File: config.mk
export PLATFORM = sky130hd
export DESIGN_NAME = wb_write_queue
export DESIGN_NICKNAME = d
export VERILOG_FILES = /design/src/rtl/core_pkg.sv /design/src/rtl/wb_fifo.sv /design/src/rtl/wb_write_queue.sv
export SDC_FILE = /design/constraint.sdc
export NUM_CORES = 1
export LEC_CHECK = 0
export ABC_AREA = 1
export CAP_MARGIN = 20
export CORE_MARGIN = 2
export CORE_UTILIZATION = 45
export DETAILED_ROUTE_END_ITERATION = 16
export DONT_BUFFER_PORTS = 1
export PLACE_DENSITY = 0.65
export SYNTH_ARGS = -nofsm -noshare
export SYNTH_HDL_FRONTEND = slang
export SYNTH_SLANG_ARGS = --single-unit
File: constraint.sdc
create_clock -name clk -period 3.3 [get_ports clk]
set_input_delay 0.99 -clock clk [delete_from_list [all_inputs] [get_ports clk]]
set_output_delay 0.99 -clock clk [all_outputs]
set_load 0.05 [all_outputs]
File: src/rtl/core_pkg.sv
// Shared core definitions: architectural register file geometry and the
// writeback entry carried through the long-latency result queue.
package core_pkg;

  localparam int REG_AW = 5;
  localparam int DATA_W = 32;

  localparam logic [REG_AW-1:0] REG_ZERO = '0;

  // One pending register-file write: destination and value.
  typedef struct packed {
    logic [REG_AW-1:0] rd;
    logic [DATA_W-1:0] data;
  } wb_entry_t;

endpackage

File: src/rtl/wb_fifo.sv
// Parameterised synchronous FIFO with a combinational head read.
// Pointers wrap naturally; count spans 0..DEPTH so full and empty are exact.
module wb_fifo #(
  parameter int DEPTH = 4,
  parameter int W     = 37
) (
  input  logic                     clk,
  input  logic                     rst,
  input  logic                     push,
  input  logic [W-1:0]             din,
  input  logic                     pop,
  output logic [W-1:0]             dout,
  output logic                     full,
  output logic                     empty,
  output logic [$clog2(DEPTH):0]   count
);

  localparam int PW = $clog2(DEPTH);
  localparam int CW = PW + 1;

  logic [W-1:0]  mem [DEPTH];
  logic [PW-1:0] wr_ptr;
  logic [PW-1:0] rd_ptr;

  assign dout  = mem[rd_ptr];
  assign full  = (count == CW'(DEPTH));
  assign empty = (count == '0);

  // Pointer and occupancy bookkeeping; reset discards all queued entries.
  always_ff @(posedge clk) begin
    // NOTE: sequential state uses non-blocking assignments so every register
    // samples the pre-edge values of its peers.
    if (rst) begin
      wr_ptr <= '0;
      rd_ptr <= '0;
      count  <= '0;
    end else begin
      if (push) wr_ptr <= wr_ptr + 1'b1;
      if (pop)  rd_ptr <= rd_ptr + 1'b1;
      case ({push, pop})
        2'b10:   count <= count + 1'b1;
        2'b01:   count <= count - 1'b1;
        default: count <= count;
      endcase
    end
  end

  // Storage write at the tail slot.
  always_ff @(posedge clk) begin
    // NOTE: the storage array is deliberately not reset; count and the
    // pointers alone decide which slots hold live data.
    if (push) mem[wr_ptr] <= din;
  end

  // Upstream gating must never push into a full queue or pop an empty one.
  a_no_overflow: assert property (@(posedge clk) disable iff (rst) !(push && full))
    else $error("wb_fifo: push while full");
  a_no_underflow: assert property (@(posedge clk) disable iff (rst) !(pop && empty))
    else $error("wb_fifo: pop while empty");

endmodule

File: src/rtl/wb_write_queue.sv
// Writeback driver for the register-file write port. Merges single-cycle ALU
// results with queued long-latency results (ALU has priority) and keeps a
// pending-destination scoreboard that decode uses to stall on hazards.
module wb_write_queue
  import core_pkg::*;
#(
  parameter int DEPTH = 4,
  parameter int AW    = REG_AW,
  parameter int DW    = DATA_W
) (
  input  logic          clk,
  input  logic          rst,
  input  logic          alu_valid,
  input  logic [AW-1:0] alu_rd,
  input  logic [DW-1:0] alu_data,
  input  logic          lu_valid,
  output logic          lu_ready,
  input  logic [AW-1:0] lu_rd,
  input  logic [DW-1:0] lu_data,
  input  logic          issue_valid,
  input  logic [AW-1:0] issue_rd,
  input  logic [AW-1:0] rs,
  input  logic [AW-1:0] rt,
  output logic          rs_busy,
  output logic          rt_busy,
  output logic [31:0]   busy_vec,
  output logic          wb_wen,
  output logic [AW-1:0] wb_rd,
  output logic [DW-1:0] wb_wdat
);

  localparam int CW = $clog2(DEPTH) + 1;

  wb_entry_t     push_entry;
  wb_entry_t     head;
  logic          fifo_full;
  logic          fifo_empty;
  logic [CW-1:0] fifo_count;
  logic          alu_fire;
  logic          push;
  logic          pop;
  logic [31:0]   busy_q;
  logic [31:0]   busy_next;

  // Writes to $zero are architecturally void, so they never claim the port.
  assign alu_fire = alu_valid && (alu_rd != REG_ZERO);

  // Full blocks acceptance even if the head drains this cycle (no bypass).
  assign lu_ready = !fifo_full;
  assign push     = lu_valid && lu_ready;

  // The queue drains only in cycles the ALU leaves the port free.
  assign pop = !alu_fire && !fifo_empty;

  assign push_entry.rd   = lu_rd;
  assign push_entry.data = lu_data;

  wb_fifo #(
    .DEPTH (DEPTH),
    .W     ($bits(wb_entry_t))
  ) u_fifo (
    .clk   (clk),
    .rst   (rst),
    .push  (push),
    .din   (push_entry),
    .pop   (pop),
    .dout  (head),
    .full  (fifo_full),
    .empty (fifo_empty),
    .count (fifo_count)
  );

  a_count_range: assert property (@(posedge clk) disable iff (rst) fifo_count <= CW'(DEPTH))
    else $error("wb_write_queue: queue occupancy out of range");

  // Scoreboard next state: clear on pop into wb_*, then set on issue so a
  // same-register set/clear in one cycle leaves the register busy.
  always_comb begin
    // NOTE: default first so every path assigns busy_next and no latch forms.
    busy_next = busy_q;
    if (pop) busy_next[head.rd] = 1'b0;
    if (issue_valid && (issue_rd != REG_ZERO)) busy_next[issue_rd] = 1'b1;
    busy_next[0] = 1'b0;
  end

  // Scoreboard register.
  always_ff @(posedge clk) begin
    if (rst) busy_q <= '0;
    else     busy_q <= busy_next;
  end

  assign busy_vec = busy_q;
  assign rs_busy  = busy_q[rs];
  assign rt_busy  = busy_q[rt];

  // Registered write port: ALU first, then queue head; address/data hold when idle.
  always_ff @(posedge clk) begin
    if (rst) begin
      wb_wen  <= 1'b0;
      wb_rd   <= '0;
      wb_wdat <= '0;
    end else if (alu_fire) begin
      wb_wen  <= 1'b1;
      wb_rd   <= alu_rd;
      wb_wdat <= alu_data;
    end else if (pop) begin
      wb_wen  <= (head.rd != REG_ZERO);
      wb_rd   <= head.rd;
      wb_wdat <= head.data;
    end else begin
      wb_wen  <= 1'b0;
    end
  end

endmodule

Word level (Yosys, flattened, before mapping)

Memory sizes are Yosys's and may differ from the RTL's. A register that Yosys moved wholly into a read port is not among the register bits.
Index checks and enable logic that the tools add are counted.

Memory bits (writable): 148
Output and inout port bits: 73
Register bits after elaboration: 77
Memories: 1
Word-level logic and storage cells: 61

Equality and inequality tests: 3
Multiplexer cells: 21
Bitwise gates (word level): 3
Add/subtract/negate cells: 4
Reduce and logical (&&, ||, !) cells: 15
Magnitude comparators: 6

Memories:

| memory     | words | bits a word | read ports | clocked after Yosys merged registers in | wr ports | RTL line      | source |
|---|---|---|---|---|---|---|---|
| u_fifo.mem | 4     | 37          | 1          | 1                                       | 1        | wb_fifo.sv:21 | `logic [W-1:0] mem [DEPTH];` |

Operator list:

| kind                                                                                 | count |
|---|---|
| 32-bit 2-to-1 mux                                                                    | 4 |
| 32-bit AND                                                                           | 1 |
| 32-bit inverter                                                                      | 1 |
| 32-bit bitwise OR                                                                    | 1 |
| 5-bit by 6-bit less-than comparator with 1-bit output (second input constant)        | 4 |
| 5-bit nonzero test                                                                   | 3 |
| 1-bit binary-select mux with 5-bit select                                            | 2 |
| 1-bit demux with 5-bit select                                                        | 2 |
| 5-bit by 1-bit greater-or-equal comparator with 1-bit output (second input constant) | 2 |
| 5-bit 2-to-1 mux                                                                     | 2 |
| 1-bit 2-to-1 mux                                                                     | 8 |
| 1-bit logical AND                                                                    | 6 |
| 3-bit case mux with 2 select lines                                                   | 1 |
| 2-bit by 1-bit adder with 2-bit output (second input constant)                       | 2 |
| 2-bit 2-to-1 mux                                                                     | 2 |
| 2-bit nonzero test                                                                   | 2 |
| 3-bit by 1-bit adder with 3-bit output (second input constant)                       | 1 |
| 3-bit equality test (second input constant)                                          | 1 |
| 1-bit logical NOT                                                                    | 3 |
| 3-bit logical NOT                                                                    | 1 |
| 3-bit by 1-bit subtractor with 3-bit output (second input constant)                  | 1 |
| 2-bit by 1-bit equality test with 1-bit output (second input constant)               | 1 |
| 2-bit equality test (second input constant)                                          | 1 |

Logic depth before layout (Yosys ltp)

Word-level depth: 9
Gate-level depth with buffers: 13

Hierarchy

Synthesis repeated with hierarchy kept, for this count alone.

Cells, all modules: 1,143
Area total of the unflattened synthesis: 10,103.4 um2

By module, submodules not included:

| module         | area each (um2) | sequential area each (um2) | cells each | instances |
|---|---|---|---|---|
| wb_fifo        | 5,931.9         | 4,624.4                    | 416        | 1 |
| wb_write_queue | 4,171.5         | 1,381.3                    | 727        | 1 |

Worst setup path after synthesis

No wires, ideal clock.

Path type: input-to-output
Start: input port rt[1]
End: output port rt_busy
Path slack: -0.140 ns
Data arrival time: 2.450 ns
Stages on the path: 7
Path through: buf_2 -> clkinv_1 -> nand3_1 -> nand3_1 -> a21oi_1 -> nor2_1 -> a21oi_1

Word-level cells in the longest chain between the ends: 2

RTL lines:

| what                                      | RTL line             | source |
|---|---|---|
| start: declaration                        | wb_write_queue.sv:23 | `input logic [AW-1:0] rt,` |
| 1-bit binary-select mux with 5-bit select | wb_write_queue.sv:94 | `assign rt_busy = busy_q[rt];` |
| 1-bit 2-to-1 mux (not written as such)    | wb_write_queue.sv:94 |  |
| end: declaration                          | wb_write_queue.sv:25 | `output logic rt_busy,` |

Every way passes these cells. The select of a mux whose other input is x is not followed.

Worst setup path in the final report

Same ends and word-level chain as after synthesis.

==> summary.md <==
| Metric | Value |
|---|---|
| Critical Path AT | `1.98 ns` |
| Largest net degree at the start of global routing | `78` |
| Die ar. | `0.0233 sq mm` |
| Critical Path End Type | `primary output` |
| Site Rows | `between 50 and 60` |
| Final net count | `1188` |
| Core area | `~0.022 sq mm` |
| CP most frequent cell | `nand3_1` |
| Post-Syn Area | `between 0.009 and 0.01 sq mm` |
| Post-Route WL | `roughly 25 mm` |
| Final Cycle Share | `90.0%` |
| Max-slew violation count | `0` |
| # DRC | `0` |
| CTS Hold Buffers Added | `0` |
| Synth top area share | `between 40% and 50%` |
| Netlist cell types | `37` |
| Max Cap Viol | `0` |
| Worst r2r dst | `u_fifo.count[2]` |
| Synth area leaders | `edfxtp_1, dfxtp_1, nand2_1` |
| CTS Buf Count | `24` |
| FF-to-FF Start | `u_fifo.count[1]` |
| Diode count | `0` |
| Drt first pass iters | `4` |
| Share of cells above drive strength 1 | `13.1%` |
| Most frequent cells in the layout | `nand2_1, edfxtp_1, a21oi_1` |
| Post-route ant nets | `0` |
| Postcts setup bufs | `0` |
| Clk_skew | `0.00866 ns` |
| Die width | `approximately 150 um` |
| Post-DP HPWL | `16.7 mm` |
| RSZ-0062 raised after global routing | `no` |
| Overflow after GRT | `0` |
| Achievable frequency | `~340 MHz` |
| Mean Syn Cell Area | `9.38 sq um` |
| Mean routed wirelength per cell | `between 15 and 20 um` |
| CP Max Fanout | `9` |
| Leak | `4.29 nW` |
| I/O pin cnt | `167` |
| GRT Overall Usage | `21.3%` |
| WS Path Type | `in2out` |
| Fin. Hold Viols | `0` |
| First-pass GRT wire length | `39.4 mm` |
| Die Ht | `153 um` |
| Critical path's slowest cell | `clkinv_1` |
| Clk root buf | `clkbuf_16` |
| Syn Inst Count | `between 1000 and 1500` |
| HP Class | `reg2reg` |
| Critical Path Source Type | `primary input` |
| Initial antenna violation count | `0` |
| Post-synth top area cell | `edfxtp_1` |
| Commonest non-fill, non-tap cell in the layout | `nand2_1` |
| Total negative slack | `0 ns` |
| CTS max path bufs | `3` |
| Max stage delay on crit path | `0.21 ns` |
| Fillers | `1962` |
| Clk pin slew, worst setup/hold paths | `0.07 ns` |
| Via density | `about 5.3` |
| Critical Path Start | `rt[1]` |
| Reg2reg setup slack | `0.86 ns` |
| Clock latency on the worst-skew pair | `0.52 ns` |
| Placer Congestion | `0.836` |
| Worst Hold Endpoint | `busy_vec[22]` |
| Pwr dens | `739 mW/mm^2` |
| Status | `finished, final reports clean` |
| Total power | `~8.3 mW` |
| Flops & latches, synth | `226` |
| CTS resizes | `0` |
| WP data required | `2.31 ns` |
| Hold depth | `2` |
| P&R area growth vs syn | `13.1%` |
| Port bufs | `0` |
| Fin crit period | `2.97 ns` |
| Slew @ Worst Pin | `0.925 ns` |
| Vias in the first global route | `approximately 7000` |
| Critical-path cell list | `clkinv_1 > nand3_1 > nand3_1 > a21oi_1 > nor2_1 > a21oi_2 > buf_4` |
| H-tree Lvls | `1` |
| Finished Cell Area | `0.0112 sq mm` |
| Count of final setup violators | `0` |
| Detailed Route Iter0 Violations | `582` |
| Worst IR Drop VDD | `448 uV` |
| R2r worst-path depth | `11` |
| Ys Warns | `0` |
| Initial cell density of the core | `45.7%` |
| Worst slew margin | `38.3%` |
| Final core utilization | `approximately half` |
| DR vias | `roughly 7400` |
| Sequential share of the synthesized area | `60.4%` |
| CTS Sinks | `226` |
| Hold Crit Start | `busy_vec[22]` |
| Syn Nets | `1160` |
| Dpl cell area | `0.0105 sq mm` |
| CTS tree | `yes` |
[worst max path at each step]
stage                             to  slack [ns]  depth (start not counted)
floorplan           u_fifo.mem[0][0]        0.11                          2
global placement             rs_busy        0.34                          9
detailed placement           rs_busy        0.32                          9
CTS                          rs_busy        0.32                          9
global route                 rs_busy        0.15                          9
finish                       rt_busy        0.33                          7
[sequential cells by signal, indices dropped and copies added (netlist names), named ones only]
name,count
u_fifo.count,3
wb_wdat,32
u_fifo.mem,148
u_fifo.wr_ptr,2
u_fifo.rd_ptr,2
wb_wen,1
wb_rd,5
busy_vec,31
[cells in the mapped netlist]
library cell    n
nand2_1       336
edfxtp_1      148
a21oi_1        84
nand3_1        79
dfxtp_1        78
o21ai_0        72
inv_1          58
nor2_1         56
buf_2          21
buf_4          12
nand2_2        11
nor3_1         11
o22ai_1        11
o211ai_1       10
inv_2           8
clkbuf_1        7
o21ai_1         7
buf_6           6
nor2_4          6
ha_1            5
nand2_4         5
nor2_2          4
buf_1           3
nand3_2         3
nand3_4         3
clkinv_1        2
nor2_8          2
o21ai_2         2
o31ai_1         2
and3_1          1
conb_1          1
fa_1            1
inv_4           1
inv_6           1
nand3b_1        1
o221ai_1        1
or2_2           1
[cell families (layout without fill, tap and decap cells)]
family	Yosys count	in the layout	share of synthesized area, %
adders and majority gates	6	6	0.830
AOI/OAI and AO/OA	189	189	10.1
and+or+nand+nor	519	519	22.9
buffers and inverters	119	165	5.74
other	1	1	0.0377
DFF	226	226	60.4
[metrics by stage]
step	setup WS [ns]	instances	hold slack [ns]
5_1_grt	0.148	1386	0.472
3_3_place_gp	0.339	1342	0.440
3_5_place_dp	0.319	1342	0.448
6_report	0.328	1386	0.455
2_1_floorplan	0.109	1060	0.477
4_1_cts	0.319	1386	0.458
[where the power goes]
part           switching, mW  total [mW]  internal (mW)
Sequential             0.487        3.82           3.34
Clock                   1.15        2.68           1.54
Combinational           1.31        1.81          0.504
Total                   2.94        8.32           5.38
[critical path, delay by kind of cell]
| kind | cells | cell delay [ns] |
|---|---|---|
| AOI/OAI and AO/OA | 2 | 0.25 |
| buffers and inverters | 2 | 0.41 |
| and+or+nand+nor | 3 | 0.32 |
[layer usage]
metal	GRT usage (%)	vias up	share of wire [%]
met5	0	-	0
met4	5.69	0	2.2
met3	6.03	45	8.9
met2	34.8	256	46
met1	28.0	3429	43
li1	-	3625	-
[final cells by class]
type	count	area (sq um)	share of cell area [%]
Clock buffer	27	622	5.53
Clock inverter	17	174	1.55
Multi-Input combinational cell	715	3400	30.3
Sequential cell	226	6010	53.4
Inverter	70	270	2.40
Timing Repair Buffer	51	420	3.74
Tap cell	280	350	3.11
(Power assumes the default switching activity.)
